==> src/rtl/prog_store_loader.sv <==
`default_nettype none
// ============================================================================
// Module : prog_store_loader
// Writable DEPTH x WIDTH program store with a CPU port and a bit-serial loader.
// Rev    : 1.0  initial release
// ============================================================================
module prog_store_loader #(
  parameter int WIDTH   = 32,
  parameter int DEPTH   = 32,
  parameter int ADDR_W  = $clog2(DEPTH),
  parameter bit REVERSE = 1'b1
) (
  input  logic              clk,
  input  logic              rst_n,
  input  logic              load_start,
  input  logic              load_abort,
  input  logic              load_valid,
  input  logic              load_bit,
  output logic              load_ready,
  output logic              load_busy,
  output logic              load_done,
  output logic [ADDR_W:0]   load_count,
  input  logic [ADDR_W-1:0] cpu_addr,
  input  logic              cpu_we,
  input  logic [WIDTH-1:0]  cpu_wr_data,
  output logic [WIDTH-1:0]  cpu_rd_data
);

  localparam int BIT_W = (WIDTH > 1) ? $clog2(WIDTH) : 1;

  localparam logic [1:0] c_st_idle  = 2'd0;
  localparam logic [1:0] c_st_shift = 2'd1;
  localparam logic [1:0] c_st_write = 2'd2;
  localparam logic [1:0] c_st_done  = 2'd3;

  localparam logic [BIT_W-1:0]  c_bit_last  = BIT_W'(WIDTH - 1);
  localparam logic [ADDR_W-1:0] c_addr_last = ADDR_W'(DEPTH - 1);

  logic [1:0]        r_state;
  logic [ADDR_W-1:0] r_addr;
  logic [BIT_W-1:0]  r_bitcnt;
  logic [WIDTH-1:0]  r_shift;
  logic [ADDR_W:0]   r_count;
  logic [WIDTH-1:0]  r_mem [DEPTH];
  logic [WIDTH-1:0]  r_rd_data;

  logic              w_write;
  logic              w_cpu_wr;
  logic              w_addr_ok;
  logic [BIT_W-1:0]  w_bit_idx;

  // Serial bit k lands in bit k (SNP order) or mirrored from the MSB.
  generate
    if (REVERSE) begin : g_bit_snp
      assign w_bit_idx = r_bitcnt;
    end else begin : g_bit_msb
      assign w_bit_idx = c_bit_last - r_bitcnt;
    end
  endgenerate

  generate
    if (DEPTH == (1 << ADDR_W)) begin : g_addr_full
      assign w_addr_ok = 1'b1;
    end else begin : g_addr_part
      localparam logic [ADDR_W:0] c_depth = (ADDR_W + 1)'(DEPTH);
      assign w_addr_ok = ({1'b0, cpu_addr} < c_depth);
    end
  endgenerate

  assign w_write  = (r_state == c_st_write) && !load_abort;
  assign w_cpu_wr = cpu_we && (r_state == c_st_idle) && w_addr_ok;

  always_ff @(posedge clk or negedge rst_n) begin
    if (!rst_n) begin
      r_state  <= c_st_idle;
      r_addr   <= '0;
      r_bitcnt <= '0;
      r_shift  <= '0;
      r_count  <= '0;
    end else begin
      case (r_state)
        c_st_idle: begin
          if (load_start) begin
            r_state  <= c_st_shift;
            r_addr   <= '0;
            r_bitcnt <= '0;
            r_count  <= '0;
            r_shift  <= '0;
          end
        end
        c_st_shift: begin
          if (load_abort) begin
            r_state <= c_st_idle;
          end else if (load_valid) begin
            r_shift[w_bit_idx] <= load_bit;
            if (r_bitcnt == c_bit_last) begin
              r_bitcnt <= '0;
              r_state  <= c_st_write;
            end else begin
              r_bitcnt <= r_bitcnt + 1'b1;
            end
          end
        end
        c_st_write: begin
          if (load_abort) begin
            r_state <= c_st_idle;
          end else begin
            r_count <= r_count + 1'b1;
            if (r_addr == c_addr_last) begin
              r_state <= c_st_done;
            end else begin
              r_addr  <= r_addr + 1'b1;
              r_state <= c_st_shift;
            end
          end
        end
        c_st_done: r_state <= c_st_idle;
        default:   r_state <= c_st_idle;
      endcase
    end
  end

  // Read samples the old word before any same-edge write lands.
  always_ff @(posedge clk or negedge rst_n) begin
    if (!rst_n) begin
      for (int i = 0; i < DEPTH; i++) begin
        r_mem[i] <= '0;
      end
      r_rd_data <= '0;
    end else begin
      r_rd_data <= w_addr_ok ? r_mem[cpu_addr] : '0;
      if (w_write) begin
        r_mem[r_addr] <= r_shift;
      end else if (w_cpu_wr) begin
        r_mem[cpu_addr] <= cpu_wr_data;
      end
    end
  end

  assign load_ready  = (r_state == c_st_shift);
  assign load_busy   = (r_state != c_st_idle);
  assign load_done   = (r_state == c_st_done) && !load_abort;
  assign load_count  = r_count;
  assign cpu_rd_data = r_rd_data;

endmodule
`default_nettype wire

==> config.mk <==
export PLATFORM = sky130hd
export DESIGN_NAME = prog_store_loader
export DESIGN_NICKNAME = d
export VERILOG_FILES = /design/src/rtl/prog_store_loader.sv
export SDC_FILE = /design/constraint.sdc
export NUM_CORES = 2
export LEC_CHECK = 0
export BUFFER_PORTS_ARGS = -buffer_cell sky130_fd_sc_hd__buf_2
export CAP_MARGIN = 10
export CORE_MARGIN = 4
export CORE_UTILIZATION = 30
export DETAILED_ROUTE_END_ITERATION = 6
export HOLD_SLACK_MARGIN = 0.05
export PLACE_DENSITY = 0.41
export SLEW_MARGIN = 20
export SYNTH_ARGS = -nofsm -noshare
export SYNTH_HDL_FRONTEND = slang
export SYNTH_SLANG_ARGS = --single-unit
==> constraint.sdc <==
create_clock -name clk -period 3 [get_ports clk]
set_clock_uncertainty 0.05 [all_clocks]
set_input_delay 0.15 -clock clk [delete_from_list [all_inputs] [get_ports clk]]
set_output_delay 0.15 -clock clk [all_outputs]
set_load 0.01 [all_outputs]
==> impl_table.tex <==
\begin{tabular}{lr}
\hline
Metric & Value \\
\hline
\multicolumn{2}{l}{\textbf{Place}} \\
Count of port buffers added during placement & 84 \\
Placer's final routability congestion estimate & 0.835 \\
Placed wire-length estimate after detailed placement & $\sim$180 mm \\
Inst Count DP & 8,575 \\
DP Area & 64,300 sq um \\
\multicolumn{2}{l}{\textbf{Yosys}} \\
Fraction of synthesis flops using an asynchronous set or reset pin & 1.00 \\
Portion of netlist area occupied by mux cells & 0.0925 \\
Share of the synthesized area in compound gates (AO/OA/AOI/OAI) & 0.261 \\
Post-synthesis sequential area ratio & 0.471 \\
Primary FF master, synth & dfrtp\_1 \\
Syn Inst Count & 6,307 \\
Area share of xor/xnor cells in the synthesized design & 0.000596 \\
Simple-gate area share of the yosys netlist & 0.106 \\
Area fraction of the dominant cell type after synthesis & 0.471 \\
Share of synthesized cell area in full adder, half adder and majority cells & 0.00234 \\
Syn. warnings & 0 \\
Syn Std Cell Area & 58,800 sq um \\
Largest area contributor in the netlist & dfrtp\_1 \\
Synthesized area per cell & 9.32 sq um \\
Dominant cells by area after synthesis & dfrtp\_1 47\%, a22oi\_1 13\%, mux2i\_1 9.2\%, nand2\_1 4.8\%, o21ai\_0 3.6\% \\
Netlist cell types & 66 \\
\#FFs+latches synth & 1,106 \\
Post-Synthesis Net Count & 6,362 \\
Largest family of logic cells by synthesized area & compound AO/OA/AOI/OAI gates \\
Number of synthesized flops with an enable pin & 0 \\
\multicolumn{2}{l}{\textbf{Global route}} \\
Via count of the first global-routing pass & 51,400 \\
Total congestion overflow after global routing & 0 \\
Number of antenna violations at the first check in global routing & 10 \\
Global-route wire length before repair & 423 mm \\
Overall track demand over capacity in global routing & 0.290 \\
Largest net degree at the start of global routing & 117 \\
\multicolumn{2}{l}{\textbf{Critical path}} \\
Maximum fanout along the worst path & 12 \\
Crit Reg-Reg Endpoint & r\_mem[384] \\
Crit-path max cell delay & 0.86 ns \\
Worst endpoint data arrival time & about 3.5 ns \\
Critical Path, Cell by Cell & ha\_1, buf\_4, nor4bb\_4, buf\_4, a22oi\_1, o21ai\_0 \\
Worst Setup End Kind & register \\
Most repeated library cell on the critical path & buf\_4 \\
Worst Path Class, Setup & reg2reg \\
Cell type of the slowest stage on the worst timing path & nor4bb\_4 \\
Worst Setup Start Kind & register \\
Endpoint required time on the critical path & around 3.7 ns \\
R2R setup slack & 0.15 ns \\
Worst flop-to-flop path startpoint & r\_addr[0] \\
Logic depth of the worst register-to-register path & 6 \\
\multicolumn{2}{l}{\textbf{STA}} \\
Max Freq & 351 MHz \\
Minimum clock period after layout & 2.85 ns \\
Final critical-path share of the clock period & 0.950 \\
Final number of setup-violating endpoints & 0 \\
Number of slew-limit violations in the final report & 0 \\
Remaining max-slew budget at the tightest pin & 0.273 \\
Slew at the pin closest to its max-slew limit & 1.09 ns \\
Final Hold Violating Endpoints & 0 \\
Setup repair after global routing missed its margin & no \\
Sum of negative setup slack & 0 ns \\
\multicolumn{2}{l}{\textbf{Floorplanning}} \\
FP Rows & 162 \\
Top-level port count & 85 \\
Area inside the core boundary & 195,000 sq um \\
Die height & $\sim$450 microns \\
Total die area & 203,000 sq um \\
Die extent in x & 451 microns \\
Starting density of the core & 0.301 \\
\multicolumn{2}{l}{\textbf{Pwr}} \\
P per Cell Area & 565 nW/um\^{}2 \\
Static leakage & 27.2 nW \\
Max rail drop VDD & 0.566 mV \\
\multicolumn{2}{l}{\textbf{Finish}} \\
Fraction of the core area covered by cells at the end of the flow & 0.354 \\
Commonest non-fill, non-tap cells in the layout & 1,103 x dfrtp\_1, 1,024 x a22oi\_1, 751 x nand2\_1 \\
Filler cells & 20,000 \\
Net count reported at finish & 6,163 \\
Area Overhead vs Synth & 17.5\% \\
Final Cell Area & 69,100 sq um \\
Share of cells above drive strength 1 & 0.139 \\
Most common library cell in the layout ignoring fill and taps & dfrtp\_1 \\
Number of non-filler instances in the completed layout & 8,846 \\
\multicolumn{2}{l}{\textbf{Drt}} \\
Vias & around 53,000 \\
Total iterations of the first detailed-routing run & 6 \\
Initial DRC count & $\sim$6,700 \\
Wire length per cell after detailed routing & between 30 and 40 microns \\
Antenna-violating nets left & 0 \\
Via-per-instance ratio & $\sim$6.0 \\
Sum of routed wire length over all layers & a little over 300 mm \\
Remaining design rule violation count & 0 \\
\multicolumn{2}{l}{\textbf{Clock network}} \\
Post-CTS Resized & 0 \\
Root Driver & clkbuf\_16 \\
Hold-fix buffer count after cts & 14 \\
Number of buffers on the longest clock path & 3 \\
Clock transition at the registers of the reported paths & 0.06 ns \\
Number of setup buffers added after CTS & 0 \\
Worst skew pair latency & 0.84 ns \\
CTS H-Tree Depth & 4 \\
Clock Sinks & 1,106 \\
CTS tree & yes \\
CTS buffer count & 140 \\
\multicolumn{2}{l}{\textbf{Status}} \\
Status & completed \\
\multicolumn{2}{l}{\textbf{Min path}} \\
Worst hold path type & in2async \\
\multicolumn{2}{l}{\textbf{Run}} \\
Number of violations of the max-capacitance limit & 0 \\
\hline
\end{tabular}
==> worst max path at each step <==
stage | startpoint | endpoint | slack [ns] | cells after the start
floorplan | r_addr[0] | r_addr[3] | 0.77 | 7
global placement | cpu_addr[1] | cpu_rd_data[9] | 0.07 | 6
detailed placement | cpu_addr[1] | cpu_rd_data[9] | 0.06 | 6
CTS | r_addr[0] | r_mem[384] | 0.18 | 6
global route | r_state[0] | r_mem[141] | 0.06 | 5
finish | r_addr[0] | r_mem[384] | 0.15 | 6
==> synth_stat cells, types with 11 or more instances <==
cell type  count
o21ai_1      224
o22ai_1      256
buf_4         25
a22oi_1     1024
o21ai_0      425
buf_6         22
nor2_2        11
clkbuf_1     391
a21oi_1      339
nor4_1        64
inv_1         12
buf_2        389
dfrtp_1     1106
mux2i_1      543
a21oi_2       52
nor4bb_1      12
nor2_1       421
nand2_1      751
a32oi_1       16
and2_1        65
ha_1          11
nand4b_1      11
==> routing by layer <==
metal  share of wire  GRT usage  wire [microns]  vias to the layer above
met1            0.44      0.407          132000                    27000
li1                -          -               -                    22600
met5        0.000079          0              24                        -
met4           0.041      0.111           12500                        4
met3           0.084     0.0619           25400                      558
met2            0.44      0.438          133000                     2712
==> report_power, final <==
group	switching, W	internal, W	total, W	leakage [nW]
Clock	0.00730	0.00997	0.0173	2.23
Sequential	0.000837	0.0164	0.0172	14.9
Combinational	0.00283	0.00171	0.00454	10.0
Total	0.0110	0.0281	0.0390	27.2
==> registers in the layout, indices dropped and copies added, names as in the netlist <==
signal	count
r_bitcnt	5
r_state	2
r_addr	5
r_shift	32
load_count	6
cpu_rd_data	32
r_mem	1024
==> cells by family (layout without fill, tap and decap cells) <==
kind of cell / Yosys count / in the layout
compound gates: 2370 / 2370
simple gates: 1422 / 1422
flops: 1106 / 1106
buf+inv: 851 / 761
mux: 543 / 543
fa+ha+maj: 11 / 11
xor+xnor: 4 / 4
other cells: 0 / 5
==> cell type report <==
type / count / area, sq um / share of cell area
clock inverters: 28 / 359 / 0.00520
well taps: 2624 / 3280 / 0.0475
inverters: 12 / 45.0 / 0.000652
flip-flops and latches: 1106 / 27700 / 0.401
diodes: 5 / 12.5 / 0.000181
repair buffers: 498 / 5390 / 0.0780
clock buffers: 223 / 4200 / 0.0608
multi-input cells: 4350 / 28100 / 0.407
==> critical path, delay by kind of cell, from the launching register on <==
kind / cells / cell delay [ns]
buffers and inverters: 2 / 0.71
AND/OR/NAND/NOR: 1 / 0.86
AO/OA/AOI/OAI: 2 / 0.30
adder cells (fa/ha/maj): 1 / 0.45
flip-flops: 1 / 0.37
==> stage by stage <==
step	setup slack (ns)	hold WS [ns]	total power (W)
final	0.150	0.0896	0.0390
after global routing	0.0589	0.0934	0.0405
after CTS	0.183	0.0526	0.0393
after detailed placement	0.0604	0.0837	0.0220
after global placement	0.0715	0.100	0.0219
after floorplan	0.767	-0.196	0.0200
Power figures use the tool's default switching activity.
